`config.mk`:
```
export PLATFORM = sky130hd
export DESIGN_NAME = fib_stream_flat
export DESIGN_NICKNAME = d
export VERILOG_FILES = /design/src/rtl/fib_pkg.sv /design/src/rtl/fib_stream_if.sv /design/src/rtl/fib_prescaler.sv /design/src/rtl/fib_stream.sv /design/src/flat_wrapper.sv
export SDC_FILE = /design/constraint.sdc
export NUM_CORES = 1
export LEC_CHECK = 0
export BUFFER_PORTS_ARGS = -buffer_cell sky130_fd_sc_hd__buf_4
export CAP_MARGIN = 0
export CORE_AREA = 4 4 104 106
export DETAILED_ROUTE_END_ITERATION = 16
export DIE_AREA = 0 0 108 110
export GPL_ROUTABILITY_DRIVEN = 0
export GPL_TIMING_DRIVEN = 0
export PLACE_DENSITY_LB_ADDON = 0.05
export SYNTH_ARGS = -nofsm -noshare
export SYNTH_HDL_FRONTEND = slang
export SYNTH_SLANG_ARGS = --single-unit
```
`constraint.sdc`:
```
create_clock -name clk -period 7.8 [get_ports clk]
set_clock_uncertainty 0.15 [all_clocks]
set_input_delay 0.39 -clock clk [delete_from_list [all_inputs] [get_ports clk]]
set_output_delay 0.39 -clock clk [all_outputs]
set_load 0.03 [all_outputs]
```
`src/rtl/fib_pkg.sv`:
```
// Shared types and constants for the Fibonacci stream generator.
package fib_pkg;

    typedef enum logic [1:0] {
        IDLE = 2'd0,
        RUN  = 2'd1,
        DONE = 2'd2
    } fib_state_t;

    localparam logic MODE_WRAP = 1'b0;
    localparam logic MODE_STOP = 1'b1;

endpackage

```
`src/rtl/fib_stream_if.sv`:
```
// Valid/ready term stream carrying the current term value and its index.
interface fib_stream_if #(
    parameter int WIDTH = 32,
    parameter int IDX_W = 8
);
    logic             out_valid;
    logic             out_ready;
    logic [WIDTH-1:0] out_value;
    logic [IDX_W-1:0] out_index;

    modport master (
        output out_valid,
        output out_value,
        output out_index,
        input  out_ready
    );

    modport slave (
        input  out_valid,
        input  out_value,
        input  out_index,
        output out_ready
    );
endinterface

```
`src/rtl/fib_prescaler.sv`:
```
// Free-running power-of-two prescaler; tick pulses once per 2^PRESCALE_LOG2 cycles.
module fib_prescaler #(
    parameter int PRESCALE_LOG2 = 20
) (
    input  logic clk,
    input  logic reset_n,
    output logic tick
);
    localparam logic [PRESCALE_LOG2-1:0] CNT_PRE_WRAP = {PRESCALE_LOG2{1'b1}} - PRESCALE_LOG2'(1);

    logic [PRESCALE_LOG2-1:0] cnt_r;
    logic                     tick_r;

    // Counter and registered tick, raised in the cycle the counter wraps.
    always_ff @(posedge clk or negedge reset_n) begin
        if (!reset_n) begin
            cnt_r  <= {PRESCALE_LOG2{1'b0}};
            tick_r <= 1'b0;
        end else begin
            cnt_r  <= cnt_r + PRESCALE_LOG2'(1);
            tick_r <= (cnt_r == CNT_PRE_WRAP);
        end
    end

    assign tick = tick_r;
endmodule

```
`src/rtl/fib_stream.sv`:
```
// Fibonacci term streamer with seeds, term limit and wrap/stop overflow modes.
// Optional feature: define FIB_PRESCALE_EN to pace terms with fib_prescaler.
module fib_stream
    import fib_pkg::*;
#(
    parameter int WIDTH         = 32,
    parameter int IDX_W         = 8,
    parameter int PRESCALE_LOG2 = 20
) (
    input  logic              clk,
    input  logic              reset_n,
    input  logic              start,
    input  logic [WIDTH-1:0]  seed0,
    input  logic [WIDTH-1:0]  seed1,
    input  logic              mode,
    input  logic [IDX_W-1:0]  count_limit,
    output logic              overflow,
    output logic              busy,
    output logic              done,
    fib_stream_if.master      stream
);

    fib_state_t       state_r, state_nxt;
    logic [WIDTH-1:0] a_r, a_nxt;
    logic [WIDTH-1:0] b_r, b_nxt;
    logic             b_c_r, b_c_nxt;
    logic [IDX_W-1:0] idx_r, idx_nxt;
    logic [IDX_W-1:0] limit_r, limit_nxt;
    logic             mode_r, mode_nxt;
    logic             ovf_r, ovf_nxt;
    logic             valid_r, valid_nxt;
    logic             busy_r, done_r;

    logic [WIDTH:0]   sum_s;
    logic             accept_s;
    logic             last_s;
    logic             tick_s;

`ifdef FIB_PRESCALE_EN
    fib_prescaler #(
        .PRESCALE_LOG2 (PRESCALE_LOG2)
    ) u_prescaler (
        .clk     (clk),
        .reset_n (reset_n),
        .tick    (tick_s)
    );
`else
    assign tick_s = 1'b1;
`endif

    assign sum_s    = {1'b0, a_r} + {1'b0, b_r};
    assign accept_s = valid_r & stream.out_ready;
    assign last_s   = (limit_r != {IDX_W{1'b0}}) && (idx_r == (limit_r - IDX_W'(1)));

    // Next-state and datapath: start beats any accept; limit beats overflow stop.
    always_comb begin
        state_nxt = state_r;
        a_nxt     = a_r;
        b_nxt     = b_r;
        b_c_nxt   = b_c_r;
        idx_nxt   = idx_r;
        limit_nxt = limit_r;
        mode_nxt  = mode_r;
        ovf_nxt   = ovf_r;
        valid_nxt = valid_r;

        if (start) begin
            state_nxt = RUN;
            a_nxt     = seed0;
            b_nxt     = seed1;
            b_c_nxt   = 1'b0;
            idx_nxt   = {IDX_W{1'b0}};
            limit_nxt = count_limit;
            mode_nxt  = mode;
            ovf_nxt   = 1'b0;
            valid_nxt = 1'b1;
        end else begin
            case (state_r)
                IDLE: begin
                    valid_nxt = 1'b0;
                end
                RUN: begin
                    if (accept_s) begin
                        // b_c_r flags the term about to move into a as wrapped
                        ovf_nxt = ovf_r | b_c_r;
                        if (last_s) begin
                            state_nxt = DONE;
                            valid_nxt = 1'b0;
                        end else if (b_c_r && (mode_r == MODE_STOP)) begin
                            state_nxt = DONE;
                            valid_nxt = 1'b0;
                        end else begin
                            a_nxt   = b_r;
                            b_nxt   = sum_s[WIDTH-1:0];
                            b_c_nxt = sum_s[WIDTH] | b_c_r;
                            idx_nxt = idx_r + IDX_W'(1);
`ifdef FIB_PRESCALE_EN
                            valid_nxt = 1'b0;
`else
                            valid_nxt = 1'b1;
`endif
                        end
                    end else if (!valid_r && tick_s) begin
                        valid_nxt = 1'b1;
                    end else begin
                        valid_nxt = valid_r;
                    end
                end
                DONE: begin
                    valid_nxt = 1'b0;
                end
                default: begin
                    state_nxt = IDLE;
                    valid_nxt = 1'b0;
                end
            endcase
        end
    end

    // State and datapath registers, with registered status outputs.
    always_ff @(posedge clk or negedge reset_n) begin
        if (!reset_n) begin
            state_r <= IDLE;
            a_r     <= {WIDTH{1'b0}};
            b_r     <= {WIDTH{1'b0}};
            b_c_r   <= 1'b0;
            idx_r   <= {IDX_W{1'b0}};
            limit_r <= {IDX_W{1'b0}};
            mode_r  <= MODE_WRAP;
            ovf_r   <= 1'b0;
            valid_r <= 1'b0;
            busy_r  <= 1'b0;
            done_r  <= 1'b0;
        end else begin
            state_r <= state_nxt;
            a_r     <= a_nxt;
            b_r     <= b_nxt;
            b_c_r   <= b_c_nxt;
            idx_r   <= idx_nxt;
            limit_r <= limit_nxt;
            mode_r  <= mode_nxt;
            ovf_r   <= ovf_nxt;
            valid_r <= valid_nxt;
            busy_r  <= (state_nxt == RUN);
            done_r  <= (state_nxt == DONE);
        end
    end

    assign stream.out_valid = valid_r;
    assign stream.out_value = a_r;
    assign stream.out_index = idx_r;
    assign overflow         = ovf_r;
    assign busy             = busy_r;
    assign done             = done_r;

endmodule

```
`src/flat_wrapper.sv`:
```
// flat-port wrapper written by rule: the top's interface ports become plain ports
module fib_stream_flat import fib_pkg::*;
#(
    parameter int WIDTH         = 32,
    parameter int IDX_W         = 8,
    parameter int PRESCALE_LOG2 = 20
)
  (clk, reset_n, start, seed0, seed1, mode, count_limit, overflow, busy, done, stream_out_valid, stream_out_value, stream_out_index, stream_out_ready);
  fib_stream_if #(.WIDTH(WIDTH), .IDX_W(IDX_W)) stream_i ();
  input  logic clk;
  input  logic reset_n;
  input  logic start;
  input  logic [WIDTH-1:0] seed0;
  input  logic [WIDTH-1:0] seed1;
  input  logic mode;
  input  logic [IDX_W-1:0] count_limit;
  output logic overflow;
  output logic busy;
  output logic done;
  output wire logic [$bits(stream_i.out_valid)-1:0] stream_out_valid;
  output wire logic [$bits(stream_i.out_value)-1:0] stream_out_value;
  output wire logic [$bits(stream_i.out_index)-1:0] stream_out_index;
  input wire logic [$bits(stream_i.out_ready)-1:0] stream_out_ready;
  assign stream_out_valid = stream_i.out_valid;
  assign stream_out_value = stream_i.out_value;
  assign stream_out_index = stream_i.out_index;
  assign stream_i.out_ready = stream_out_ready;
  fib_stream #(.WIDTH(WIDTH), .IDX_W(IDX_W), .PRESCALE_LOG2(PRESCALE_LOG2)) u_core (.clk(clk), .reset_n(reset_n), .start(start), .seed0(seed0), .seed1(seed1), .mode(mode), .count_limit(count_limit), .overflow(overflow), .busy(busy), .done(done), .stream(stream_i));
endmodule
```
# After elaboration in Yosys (flattened, before gate mapping)
# Cells that the tools add are included.
[totals]
ff_bits = 88
elab_cells = 66
[op_classes]
addsub = 3
eq_ne = 7
n_bitwise = 3
reduce_logical = 9
mux = 33
[ops]
columns = ["cell", "count"]
rows = [
  ["32-bit two-way mux", 10],
  ["8-bit two-way mux", 5],
  ["32-bit by 32-bit adder with 33-bit output", 1],
  ["1-bit two-way mux", 13],
  ["8-bit by 1-bit adder with 8-bit output (second input constant)", 1],
  ["8-bit equality test", 1],
  ["2-bit two-way mux", 4],
  ["8-bit nonzero test", 1],
  ["8-bit by 1-bit subtractor with 8-bit output (second input constant)", 1],
  ["2-bit by 1-bit equality test with 1-bit output (second input constant)", 2],
  ["2-bit equality test (second input constant)", 2],
  ["2-bit != test (second input constant)", 2],
  ["2-bit case mux with 2 select lines", 1],
  ["4-bit AND reduction", 1],
  ["2-bit nonzero test", 2],
  ["1-bit logical AND", 2],
  ["2-bit logical NOT", 1],
  ["1-bit OR", 2],
  ["2-bit AND reduction", 1],
  ["2-bit OR reduction", 1],
  ["1-bit bitwise AND", 1],
]

# Logic depth before layout (Yosys ltp)
# Gate-level depths: netlist of the first run.
[depth]
depth_word = 8
mapped_depth = 13

# Least setup slack after synthesis of the first run
# Ideal clock, no wire load.
[synth_timing]
kind = "flip-flop to flip-flop"
startpoint = "reg u_core.a_r[0] (netlist: u_core.stream.out_value[0])"
endpoint = "reg u_core.b_r[24]"
path_stages_with_launch = 13
arrival_ps = 2766
required_ps = 7567
n_path_buf = 0
slack_ps = 4801
path_cell_list = "dfrtp_1 > ha_1 > inv_1 > fa_1 > nand2b_1 > a21oi_1 > o2111ai_1 > a21o_1 > or3_1 > a31oi_1 > a221oi_1 > xor2_1 > o21ai_0"
[synth_via]
elab_chain_cells = 6
[synth_lines]
columns = ["item", "line", "source"]
rows = [
  ["start: declaration", "fib_stream.sv:24", "logic [WIDTH-1:0] a_r, a_nxt;"],
  ["start signal: assignment", "fib_stream.sv:124", "a_r <= {WIDTH{1'b0}};"],
  ["start signal: assignment", "fib_stream.sv:136", "a_r <= a_nxt;"],
  ["32-bit by 32-bit adder with 33-bit output", "fib_stream.sv:51", "assign sum_s = {1'b0, a_r} + {1'b0, b_r};"],
  ["32-bit two-way mux", "fib_stream.sv:89", "end else if (b_c_r && (mode_r == MODE_STOP)) begin"],
  ["32-bit two-way mux", "fib_stream.sv:86", "if (last_s) begin"],
  ["32-bit two-way mux", "fib_stream.sv:83", "if (accept_s) begin"],
  ["32-bit two-way mux", "fib_stream.sv:78", "case (state_r)"],
  ["32-bit two-way mux", "fib_stream.sv:67", "if (start) begin"],
  ["end signal: assignment", "fib_stream.sv:125", "b_r <= {WIDTH{1'b0}};"],
  ["end signal: assignment", "fib_stream.sv:137", "b_r <= b_nxt;"],
  ["end: declaration", "fib_stream.sv:25", "logic [WIDTH-1:0] b_r, b_nxt;"],
]
# Every way passes these cells. The select of a mux whose other input is x is not followed.
# A chain may end at the register's enable or synchronous reset.

# Worst setup path after layout of the first run
[layout_timing]
startpoint = "reg u_core.a_r[0] (netlist: u_core.stream.out_value[0])"
endpoint = "reg u_core.b_c_r"
[layout_via]
elab_chain_cells = 7
[layout_lines]
columns = ["item", "line", "source"]
rows = [
  ["32-bit by 32-bit adder with 33-bit output", "fib_stream.sv:51", ""],
  ["1-bit OR", "fib_stream.sv:95", "b_c_nxt = sum_s[WIDTH] | b_c_r;"],
  ["1-bit two-way mux", "fib_stream.sv:89", ""],
  ["1-bit two-way mux", "fib_stream.sv:86", ""],
  ["1-bit two-way mux", "fib_stream.sv:83", ""],
  ["1-bit two-way mux", "fib_stream.sv:78", ""],
  ["1-bit two-way mux", "fib_stream.sv:67", ""],
  ["end signal: assignment", "fib_stream.sv:138", "b_c_r <= b_c_nxt;"],
  ["end: declaration", "fib_stream.sv:26", "logic b_c_r, b_c_nxt;"],
]
# Every way passes these cells. The select of a mux whose other input is x is not followed.

==> tab_implementation.tex, run 1 <==
\begin{tabular}{lr}
\hline
Metric & Value \\
\hline
\multicolumn{2}{l}{\textbf{Worst setup path}} \\
Start-to-end type of the worst setup path & flip-flop to flip-flop \\
Worst endpoint required time & around 7.9 ns \\
Crit start category & flip-flop \\
Critical Path End Type & flip-flop \\
Worst-path fanout max & 3 \\
Critical Path AT & 3.51 ns \\
\multicolumn{2}{l}{\textbf{Synthesis}} \\
Flop and latch count out of synthesis & between 80 and 90 \\
Most instantiated library cell after synthesis & dfrtp\_1 \\
Area of the mapped netlist & approximately 5800 um\^{}2 \\
Post-synth cell types & 57 \\
Number of instances in the synthesized netlist & 637 \\
Synthesized Nets & 750 \\
Post-synthesis cell type with the largest combined area & dfrtp\_1 \\
Seq/Total Area, Yosys & 0.3800 \\
Average cell area after synthesis & 9.096 um\^{}2 \\
Top cells by count, synth & 88 x dfrtp\_1, 82 x nand2\_1, 56 x o21ai\_1 \\
Fraction of post-synthesis cell area in the top cell type by area & 0.3800 \\
Share of flip-flops with an asynchronous set or reset & 1.000 \\
Top cells by area, synth & dfrtp\_1 38\%, ha\_1 7.6\%, mux2i\_1 7.3\% \\
Number of flops mapped to enable cells by yosys & 0 \\
Count of yosys warnings during synthesis & 0 \\
Top flip-flop cell by instance count after synthesis & dfrtp\_1 \\
\multicolumn{2}{l}{\textbf{Clock tree}} \\
Insertion delay to the later sink of the worst-skew pair & 0.37 ns \\
Clock root buffer & clkbuf\_8 \\
Post-CTS Setup Bufs & 0 \\
TritonCTS clock tree & yes \\
Clock slew at reported path FFs & roughly 0.10 ns \\
Cts-stage hold buffer count & 0 \\
Number of sinks handled by clock tree synthesis & 88 \\
Post-cts sizing count & 0 \\
Clock buffers created by TritonCTS & 9 \\
CTS max path bufs & 2 \\
Count of H-tree levels built during CTS & 3 \\
\multicolumn{2}{l}{\textbf{Detailed routing}} \\
Via count & about 5,200 \\
Iteration-0 DRC count of the detailed router & about 280 \\
Remaining design rule violation count & 0 \\
Post-route antenna net violation count & 0 \\
Routed wire length & 15.31 mm \\
Routed wire length per instance & around 17 um \\
Initial DRT Pass Iterations & 5 \\
Number of vias per cell after detailed routing & between 5 and 6 \\
\multicolumn{2}{l}{\textbf{Place}} \\
HPWL after detailed placement & roughly 11 mm \\
Number of cells after detailed placement & 889 \\
Minimum setup slack after placement & 4.482 ns \\
Port Buffers & around 120 \\
\multicolumn{2}{l}{\textbf{Finish}} \\
Area Growth Syn to Fin & 21.44\% \\
Number of non-filler instances in the completed layout & 905 \\
Antenna diode count & 0 \\
Post-layout net count & slightly below 900 \\
Sequential cell area & 2202 um\^{}2 \\
Filler cell count in the final layout & between 700 and 800 \\
Fraction of layout cells with a size suffix above 1 & 0.2085 \\
Area of the multi-input gates & around 3300 um\^{}2 \\
\multicolumn{2}{l}{\textbf{STA}} \\
Fmax & a little under 300 MHz \\
Tmin final & approximately 3.4 ns \\
Final Max Slew Viols & 0 \\
Final setup fails & 0 \\
Final WS setup & between 4 and 5 ns \\
Final Hold Violating Endpoints & 0 \\
Fin crit share & 0.4333 \\
RSZ-0062 raised after global routing & false \\
Actual transition at the worst max-transition pin & 1.118 ns \\
Worst slew margin relative to its limit & 0.2549 \\
Final hold slack & around 0.068 ns \\
Setup tns final & 0 ns \\
\multicolumn{2}{l}{\textbf{Job}} \\
Reported max-cap violation count & 0 \\
\multicolumn{2}{l}{\textbf{Power}} \\
Share of power burned in the clock network & 0.152 \\
Worst IR drop on VDD & $\sim$0.00016 V \\
Power Internal & 1116 uW \\
Leakage & 0.003357 uW \\
Power Density & $\sim$280 nW/um\^{}2 \\
Sequential group share of total power & 0.319 \\
Share of power burned in combinational logic & 0.529 \\
Switching Power & 844.7 uW \\
Switch share & 0.4307 \\
\multicolumn{2}{l}{\textbf{Die}} \\
Number of placement rows & 36 \\
Boundary pin count & around 120 \\
Initial core utilization & 0.5928 \\
Core ar. & slightly below 10,000 um\^{}2 \\
Die width & approximately 110 um \\
Die outline area & approximately 12,000 um\^{}2 \\
Vert. Die Dim & between 100 and 150 um \\
\multicolumn{2}{l}{\textbf{Run status}} \\
Outcome & finished, final reports clean \\
\multicolumn{2}{l}{\textbf{Global route}} \\
Number of global-route vias before repair & roughly 5,200 \\
Antenna violations before repair & 0 \\
Leftover overflow at the end of global routing & 0 \\
Global-route wire length before repair & 25.12 mm \\
GR Util All Layers & 0.2684 \\
Largest net degree at the start of global routing & a little under 90 \\
\multicolumn{2}{l}{\textbf{Min path}} \\
Tightest Hold Check Type & input pin to async pin \\
\hline
\end{tabular}
[layout make-up]
cell class,count,share of cell area
Clock inverter,7,0.008357
Clock buffer,9,0.01760
Inverter,16,0.008535
Tap cell,133,0.02365
Timing Repair Buffer,119,0.1270
Buffer,31,0.03112
Multi-Input combinational cell,502,0.4708
Sequential cell,88,0.3129
[cells by family after synthesis]
family / count (synthesis) / synth area share
multiplexers: 49 / 0.08616
AND/OR/NAND/NOR: 187 / 0.1490
flip-flops: 88 / 0.3800
AO/OA/AOI/OAI: 185 / 0.1896
buffers and inverters: 47 / 0.04815
XOR/XNOR: 45 / 0.06802
adder cells (fa/ha/maj): 36 / 0.07903
[through the flow]
step	area, um^2	total power [uW]	util
after floorplan	5794	1389	-
final	7037	1961	0.7199
after CTS	7037	1953	0.7199
after global placement	6854	1623	0.7012
after global routing	7037	2109	0.7199
after detailed placement	6854	1653	0.7012
[path summary, 6_finish.rpt]
check | cells after the start | slack, ns | start | to
max | 12 | 4.42 | u_core.stream.out_value[0] | u_core.b_c_r
min | 1 | 0.07 | reset_n | u_core.limit_r[5]
max reg2reg | 12 | 4.42 | u_core.stream.out_value[0] | u_core.b_c_r
min reg2reg | 1 | 0.40 | u_core.mode_r | u_core.mode_r
max in group asynchronous | 1 | 6.71 | reset_n | u_core.b_r[20]
min in group clk | 3 | 0.07 | seed0[25] | u_core.stream.out_value[25]
[cells in the final DEF, fill, tap and decap left out, types with 6 or more instances in the layout]
cell and n:
inv_1 16, nand2b_1 8, xnor2_1 24, clkbuf_8 9, o21ai_1 56, buf_4 122
mux2i_1 42, dfrtp_1 88, nand3_1 7, xor2_1 21, a21o_1 11, mux2_2 7
a211oi_1 10, a21oi_1 46, nand2_1 82, nor2_1 48, and2_1 6, ha_1 35
o21ai_0 23, clkbuf_1 21, a31oi_1 7, nor3_1 8
[power by group through the flow]
stage | Clock, uW | Sequential, uW | Combinational [uW]
2_1_floorplan | 0 | 681 | 708
3_3_place_gp | 0 | 630 | 993
3_5_place_dp | 0 | 635 | 1020
4_1_cts | 301 | 625 | 1030
5_1_grt | 319 | 640 | 1150
6_report | 298 | 626 | 1040
[flip-flops by register name, summed over array words and instances (netlist names)]
signal                   cells
u_core.b_c_r                 1
u_core.state_r               2
u_core.limit_r               8
u_core.b_r                  32
u_core.busy                  1
u_core.stream.out_valid      1
u_core.stream.out_index      8
u_core.stream.out_value     32
u_core.overflow              1
u_core.done                  1
u_core.mode_r                1
[critical path: stages (launching register included)]
cell,delay [ns]
dfrtp_1,0.41
ha_1,0.23
inv_1,0.07
fa_1,0.39
nand2b_1,0.18
a21oi_1,0.16
o2111ai_1,0.25
a31oi_1,0.32
o221ai_1,0.23
o21ai_0,0.32
a31oi_1,0.17
nand2b_1,0.17
a211oi_1,0.21
[metal layers]
metal | global-route usage | routed length, um
met1 | 0.3540 | 6732
met2 | 0.4525 | 7444
met3 | 0.04310 | 833
met4 | 0.09378 | 295
met5 | 0 | 0
Power figures use the tool's default switching activity.
==> run 2, diff against run 1 <==
Settings changed: CORE_AREA 4 4 104 106 to 4 4 107 109, DIE_AREA 0 0 108 110 to 0 0 111 113.
Clock period 7.8 ns to 3.5 ns, I/O delays scaled along.
==> run 2 against run 1 <==
  * First-iteration DRC count up 56%
  * Sequential share of layout area is 3.0 points lower
  * Routed wire length is 8.5% higher
  * Cell area up 11%
  * Fmax rose by 0.49%
  * Largest power group unchanged
==> tab_implementation.tex, run 2 (same netlist as run 1, synthesis figures left out) <==
\begin{tabular}{lr}
\hline
Metric & Value \\
\hline
\multicolumn{2}{l}{\textbf{Place}} \\
Number of cells after detailed placement & 896 (+0.79\%) \\
Port Buffers & 119 (unchanged) \\
HPWL after detailed placement & 11.61 mm (+2.0\%) \\
Dpl cell area & 6863 um\^{}2 (+0.13\%) \\
\multicolumn{2}{l}{\textbf{STA}} \\
RSZ-0062 raised after global routing & false \\
Final Max Slew Viols & 0 (unchanged) \\
Fmax & 297.4 MHz (+0.49\%) \\
Final hold slack & 0.04856 ns (-0.01917 ns) \\
Setup tns final & 0 ns (unchanged) \\
Fin crit share & 0.9608 (+0.5276) \\
Final Hold Violating Endpoints & 0 (unchanged) \\
Actual transition at the worst max-transition pin & 1.130 ns (+0.01201 ns) \\
Final setup fails & 0 (unchanged) \\
Worst slew margin relative to its limit & 0.2469 (-0.008006) \\
Tmin final & 3.363 ns (-0.01648 ns) \\
\multicolumn{2}{l}{\textbf{Detailed routing}} \\
Remaining design rule violation count & 0 (unchanged) \\
Number of vias per cell after detailed routing & 5.641 (-1.7\%) \\
Post-route antenna net violation count & 0 (unchanged) \\
Routed wire length & 16.61 mm (+8.5\%) \\
Routed wire length per instance & 16.85 um (-0.37\%) \\
Initial DRT Pass Iterations & 5 (unchanged) \\
Iteration-0 DRC count of the detailed router & 440 (+56\%) \\
Via count & 5,562 (+7.0\%) \\
\multicolumn{2}{l}{\textbf{Power}} \\
Sequential group share of total power & 0.313 (-0.006) \\
Switching Power & 1904 uW (+130\%) \\
Power Density & 572.7 nW/um\^{}2 (+110\%) \\
Leakage & 0.003661 uW (+9.1\%) \\
Share of power burned in the clock network & 0.151 (about the same) \\
Power Internal & 2558 uW (+130\%) \\
Share of power burned in combinational logic & 0.536 (+0.007) \\
Switch share & 0.4268 (-0.003970) \\
Worst IR drop on VDD & 0.0003072 V (+87\%) \\
\multicolumn{2}{l}{\textbf{Worst setup path}} \\
R2R Setup Slk & 0.14 ns (-4.28 ns) \\
Critical Path AT & 3.51 ns (about the same) \\
Worst-path fanout max & 4 (+1) \\
List of cells traversed by the critical path & ha\_1 > inv\_1 > fa\_1 > nand2b\_1 > a21oi\_1 > o2111ai\_1 > a21o\_1 > or3\_1 > a31oi\_1 > a221oi\_1 > xor2\_1 > o21ai\_0 \\
Critical Path End Type & flip-flop \\
Startpoint of the worst register-to-register path & u\_core.stream.out\_value[0] \\
Start-to-end type of the worst setup path & flip-flop to flip-flop \\
Maximum cell stage delay along the critical path & 0.43 ns (+0.02 ns) \\
Worst endpoint required time & 3.65 ns (-4.28 ns) \\
Worst setup startpoint & u\_core.stream.out\_value[0] \\
Destination of the critical timing path & u\_core.b\_r[24] \\
Slowest CP cell & dfrtp\_1 \\
Crit start category & flip-flop \\
Logic depth of the worst register-to-register path & 12 (unchanged) \\
Critical register-to-register path endpoint & u\_core.b\_r[24] \\
\multicolumn{2}{l}{\textbf{Finish}} \\
Area of all placed cells without fillers & 7791 um\^{}2 (+11\%) \\
Final core utilization & 0.7348 (+0.01492) \\
Most frequent cells in the layout & 122 x buf\_4, 88 x dfrtp\_1, 82 x nand2\_1, 74 x dlygate4sd3\_1, 57 x o21ai\_1 \\
Post-layout net count & 954 (+8.4\%) \\
Leading cell type in the layout, fill and taps excluded & buf\_4 \\
Number of non-filler instances in the completed layout & 986 (+9.0\%) \\
Area Growth Syn to Fin & 34.46\% \\
Fraction of layout cells with a size suffix above 1 & 0.1915 (-0.01706) \\
Antenna diode count & 0 (unchanged) \\
\multicolumn{2}{l}{\textbf{Global route}} \\
Global-route wire length before repair & 27.63 mm (+10\%) \\
Antenna violations before repair & 0 (unchanged) \\
GR Util All Layers & 0.2704 (+0.001979) \\
Leftover overflow at the end of global routing & 0 (unchanged) \\
Number of global-route vias before repair & 5,657 (+8.3\%) \\
Largest net degree at the start of global routing & 89 (unchanged) \\
\multicolumn{2}{l}{\textbf{Run status}} \\
Outcome & finished, final reports clean \\
\multicolumn{2}{l}{\textbf{Clock tree}} \\
Clock buffers created by TritonCTS & 9 (unchanged) \\
Clock slew at reported path FFs & 0.10 ns (about the same) \\
CTS max path bufs & 2 (unchanged) \\
Post-CTS Setup Bufs & 0 (unchanged) \\
Insertion delay to the later sink of the worst-skew pair & 0.38 ns (about the same) \\
Count of H-tree levels built during CTS & 3 (unchanged) \\
Number of sinks handled by clock tree synthesis & 88 (unchanged) \\
TritonCTS clock tree & yes \\
Clock root buffer & clkbuf\_8 \\
\multicolumn{2}{l}{\textbf{Job}} \\
Reported max-cap violation count & 0 (unchanged) \\
\multicolumn{2}{l}{\textbf{Die}} \\
Initial core utilization & 0.5465 (-0.04631) \\
Boundary pin count & 121 (unchanged) \\
Core ar. & 10,600 um\^{}2 (+8.5\%) \\
Die outline area & 12,540 um\^{}2 (+5.6\%) \\
Number of placement rows & 38 (+5.6\%) \\
Die width & 111 um (+2.8\%) \\
Vert. Die Dim & 113 um (+2.7\%) \\
\multicolumn{2}{l}{\textbf{Min path}} \\
Tightest Hold Check Type & input pin to flip-flop \\
\hline
\end{tabular}
## run 2: changes by cell type in the layout (fill, tap and decap cells not counted), sizes merged
cell         delta
clkinvlp        +2
clkinv          -4
dlygate4sd3    +74
inv             +1
clkbuf          +1
## run 2: critical path: cells and delay by family, from the launching register on
family          cells  cell delay (ns)
simple gates        2             0.50
flops               1             0.43
xor+xnor            1             0.16
buf+inv             1             0.07
fa+ha+maj           2             0.63
compound gates      6             1.33
## run 2: worst min-delay path by stage
stage / endpoint / from / cells past startpoint / slack (ns)
finish: u_core.stream.out_valid / stream_out_ready / 3 / 0.05
global placement: u_core.limit_r[5] / count_limit[5] / 3 / 0.23
global route: u_core.state_r[0] / stream_out_ready / 3 / 0.05
CTS: u_core.stream.out_valid / stream_out_ready / 3 / 0.03
floorplan: u_core.b_c_r / reset_n / 0 / -0.27
detailed placement: u_core.limit_r[0] / count_limit[0] / 3 / 0.24
## run 2: timing repair
| action | CTS | global route |
|---|---|---|
| hold endpoints to repair | 161 | 0 |
| hold buffers | 74 | 0 |
| endpoints found under the setup margin | 0 | 2 |
| gates resized for setup | 0 | 2 |
## run 2: through the flow
| stage | worst slack [ns] | total power [uW] |
|---|---|---|
| 6_report | 0.1371 | 4462 |
| 3_3_place_gp | 0.1936 | 3631 |
| 5_1_grt | 0.01957 | 4785 |
| 4_1_cts | 0.08412 | 4446 |
| 3_5_place_dp | 0.1114 | 3692 |
| 2_1_floorplan | 0.5010 | 3096 |
## run 2: cell type report
cell class              instances  area [um^2]
flip-flops and latches         88         2202
clock inverters                 6        43.79
fillers                       793         2811
well taps                     140        175.2
inverters                      16        60.06
repair buffers                193         1634
plain buffers                  31        219.0
clock buffers                  10        137.6
multi-input cells             502         3319
## run 2: power by group through the flow
stage               combinational (uW)  sequential, uW  clock, uW
floorplan                         1580            1520          0
global placement                  2220            1410          0
detailed placement                2280            1420          0
CTS                               2370            1400        683
global route                      2630            1430        725
finish                            2390            1400        673
## run 2: routing by layer
layer,track usage,part of all wire,up-vias
met5,0,0,-
met4,0.09852,0.026,0
li1,-,-,2677
met2,0.4547,0.48,178
met1,0.3539,0.44,2673
met3,0.04599,0.052,34
==> run 3, diff against run 2 <==
Settings changed: HOLD_SLACK_MARGIN set to 0.06.
==> run 3 against run 2 <==
  * Sequential cell count unchanged
  * Routed wire length increased by 0.34%
  * Sequential power about the same
  * Power about the same
  * Hold slack improved by 0.076 ns
  * Largest cell class unchanged
  * Largest power group unchanged
  * Highest routed layer unchanged
==> tab_implementation.tex, run 3 (same netlist as run 1, synthesis figures left out) <==
\begin{tabular}{lr}
\hline
Metric & Value \\
\hline
\multicolumn{2}{l}{\textbf{Run status}} \\
Outcome & finished, final reports clean \\
\multicolumn{2}{l}{\textbf{Worst setup path}} \\
Worst endpoint required time & 3.64 ns (about the same) \\
Critical register-to-register path endpoint & u\_core.b\_r[24] \\
Startpoint of the worst register-to-register path & u\_core.stream.out\_value[0] \\
Critical Path End Type & flip-flop \\
Worst-path fanout max & 4 (unchanged) \\
R2R Setup Slk & 0.16 ns (+0.02 ns) \\
Critical Path AT & 3.49 ns (-0.02 ns) \\
Start-to-end type of the worst setup path & flip-flop to flip-flop \\
Logic depth of the worst register-to-register path & 12 (unchanged) \\
Crit start category & flip-flop \\
\multicolumn{2}{l}{\textbf{STA}} \\
Final Max Slew Viols & 0 (unchanged) \\
Worst slew margin relative to its limit & 0.2515 (+0.004565) \\
Setup tns final & 0 ns (unchanged) \\
Final Hold Violating Endpoints & 0 (unchanged) \\
Actual transition at the worst max-transition pin & 1.123 ns (-0.006847 ns) \\
Final WS setup & 0.1563 ns (+0.01926 ns) \\
Fin crit share & 0.9553 (-0.005503) \\
Final hold slack & 0.1243 ns (+0.07574 ns) \\
Fmax & 299.1 MHz (+0.58\%) \\
RSZ-0062 raised after global routing & false \\
Final setup fails & 0 (unchanged) \\
Tmin final & 3.344 ns (-0.01926 ns) \\
\multicolumn{2}{l}{\textbf{Min path}} \\
Count of cells along the worst hold path & 2 (-1) \\
Hold Path Sink & u\_core.b\_r[0] \\
Tightest Hold Check Type & input pin to flip-flop \\
Hold wc startpoint & start \\
\multicolumn{2}{l}{\textbf{Finish}} \\
Area Growth Syn to Fin & 34.64\% \\
Leading cell type in the layout, fill and taps excluded & buf\_4 \\
Fraction of layout cells with a size suffix above 1 & 0.1913 (-0.0002261) \\
Post-layout net count & 955 (+0.10\%) \\
Most frequent cells in the layout & 122 x buf\_4, 88 x dfrtp\_1, 82 x nand2\_1, 75 x dlygate4sd3\_1, 57 x o21ai\_1 \\
Number of non-filler instances in the completed layout & 987 (+0.10\%) \\
Antenna diode count & 0 (unchanged) \\
\multicolumn{2}{l}{\textbf{Die}} \\
Vert. Die Dim & 113 um (unchanged) \\
Number of placement rows & 38 (unchanged) \\
Initial core utilization & 0.5465 (unchanged) \\
Die outline area & 12,540 um\^{}2 (unchanged) \\
Core ar. & 10,600 um\^{}2 (unchanged) \\
Die width & 111 um (unchanged) \\
Boundary pin count & 121 (unchanged) \\
\multicolumn{2}{l}{\textbf{Global route}} \\
GRT met2 Usage & 0.4551 (about the same) \\
Met1 Usage GRT & 0.3546 (+0.0006892) \\
Number of global-route vias before repair & 5,659 (+0.035\%) \\
GR Util All Layers & 0.2707 (+0.0003442) \\
Most heavily used metal layer in global routing & met2 \\
Leftover overflow at the end of global routing & 0 (unchanged) \\
Global-route wire length before repair & 27.66 mm (+0.10\%) \\
Largest net degree at the start of global routing & 89 (unchanged) \\
Antenna violations before repair & 0 (unchanged) \\
Met3 demand-to-capacity share in global routing & 0.04545 (-0.0005348) \\
\multicolumn{2}{l}{\textbf{Place}} \\
Minimum setup slack after placement & 0.1114 ns (unchanged) \\
HPWL after detailed placement & 11.61 mm (unchanged) \\
Port Buffers & 119 (unchanged) \\
Number of cells after detailed placement & 896 (unchanged) \\
\multicolumn{2}{l}{\textbf{Detailed routing}} \\
Via count & 5,560 (-0.036\%) \\
Routed wire length per instance & 16.89 um (+0.24\%) \\
Initial DRT Pass Iterations & 5 (unchanged) \\
Routed wire length & 16.67 mm (+0.34\%) \\
Remaining design rule violation count & 0 (unchanged) \\
Iteration-0 DRC count of the detailed router & 413 (-6.1\%) \\
Number of vias per cell after detailed routing & 5.633 (-0.14\%) \\
Post-route antenna net violation count & 0 (unchanged) \\
\multicolumn{2}{l}{\textbf{Power}} \\
Sequential group share of total power & 0.313 (about the same) \\
Worst IR drop on VDD & 0.0003073 V (about the same) \\
Share of power burned in combinational logic & 0.537 (about the same) \\
Power Density & 571.9 nW/um\^{}2 (-0.14\%) \\
Share of power burned in the clock network & 0.150 (about the same) \\
Switch share & 0.4265 (about the same) \\
Leakage & 0.003666 uW (+0.11\%) \\
Switching Power & 1903 uW (about the same) \\
Power Internal & 2558 uW (about the same) \\
\multicolumn{2}{l}{\textbf{Clock tree}} \\
CTS max path bufs & 2 (unchanged) \\
Clock buffers created by TritonCTS & 9 (unchanged) \\
Clock slew at reported path FFs & 0.10 ns (about the same) \\
TritonCTS clock tree & yes \\
Insertion delay to the later sink of the worst-skew pair & 0.37 ns (about the same) \\
Number of sinks handled by clock tree synthesis & 88 (unchanged) \\
Count of H-tree levels built during CTS & 3 (unchanged) \\
Clock root buffer & clkbuf\_8 \\
\multicolumn{2}{l}{\textbf{Job}} \\
Reported max-cap violation count & 0 (unchanged) \\
\hline
\end{tabular}
run 3: worst max path at each step:
stage	startpoint	cells past startpoint	to	slack (ns)
final	u_core.stream.out_value[0]	12	u_core.b_r[24]	0.16
after global routing	u_core.stream.out_value[0]	12	u_core.b_r[24]	0.02
after CTS	u_core.stream.out_value[0]	12	u_core.b_c_r	0.08
after detailed placement	u_core.stream.out_value[0]	12	u_core.b_c_r	0.11
after global placement	u_core.stream.out_value[0]	12	u_core.b_r[30]	0.19
after floorplan	u_core.stream.out_value[0]	12	u_core.b_r[24]	0.50
run 3: power groups by stage:
stage / Combinational (uW) / Sequential [uW] / Clock, uW
2_1_floorplan: 1580 / 1520 / 0
3_3_place_gp: 2220 / 1410 / 0
3_5_place_dp: 2280 / 1420 / 0
4_1_cts: 2370 / 1400 / 683
5_1_grt: 2630 / 1430 / 725
6_report: 2390 / 1400 / 670
run 3: critical path, stage by stage, from the launching register on:
cell	delay, ns
dfrtp_1	0.41
ha_1	0.23
inv_1	0.07
fa_1	0.39
nand2b_1	0.18
a21oi_1	0.17
o2111ai_1	0.26
a21o_1	0.27
or3_1	0.32
a31oi_1	0.34
a221oi_1	0.16
xor2_1	0.16
o21ai_0	0.14
run 3: layer usage:
layer  up-vias  share of wire
met1      2685           0.44
li1       2674              -
met3        35          0.050
met5         -              0
met2       166           0.48
met4         0          0.026
run 3: area by class of cell:
| cell class | instances | area (um^2) |
|---|---|---|
| inverter | 16 | 60.06 |
| multi-input combinational | 502 | 3319 |
| clock buffer | 10 | 137.6 |
| sequential | 88 | 2202 |
| tap | 140 | 175.2 |
| clock inverter | 6 | 43.79 |
| fill | 792 | 2801 |
| timing repair buffer | 194 | 1644 |
| buffer | 31 | 219.0 |
run 3: metrics by stage:
| step | util | power (uW) | area [um^2] |
|---|---|---|---|
| after floorplan | - | 3096 | 5794 |
| after global placement | 0.6473 | 3631 | 6863 |
| after detailed placement | 0.6473 | 3692 | 6863 |
| after CTS | 0.7352 | 4447 | 7795 |
| after global routing | 0.7358 | 4786 | 7801 |
| final | 0.7358 | 4461 | 7801 |
run 3: timing repair:
item,in CTS,in global routing
hold endpoints to repair,164,0
hold buffers,75,0
setup buffers,0,0
gates resized for setup,0,2
setup endpoints to repair,0,2
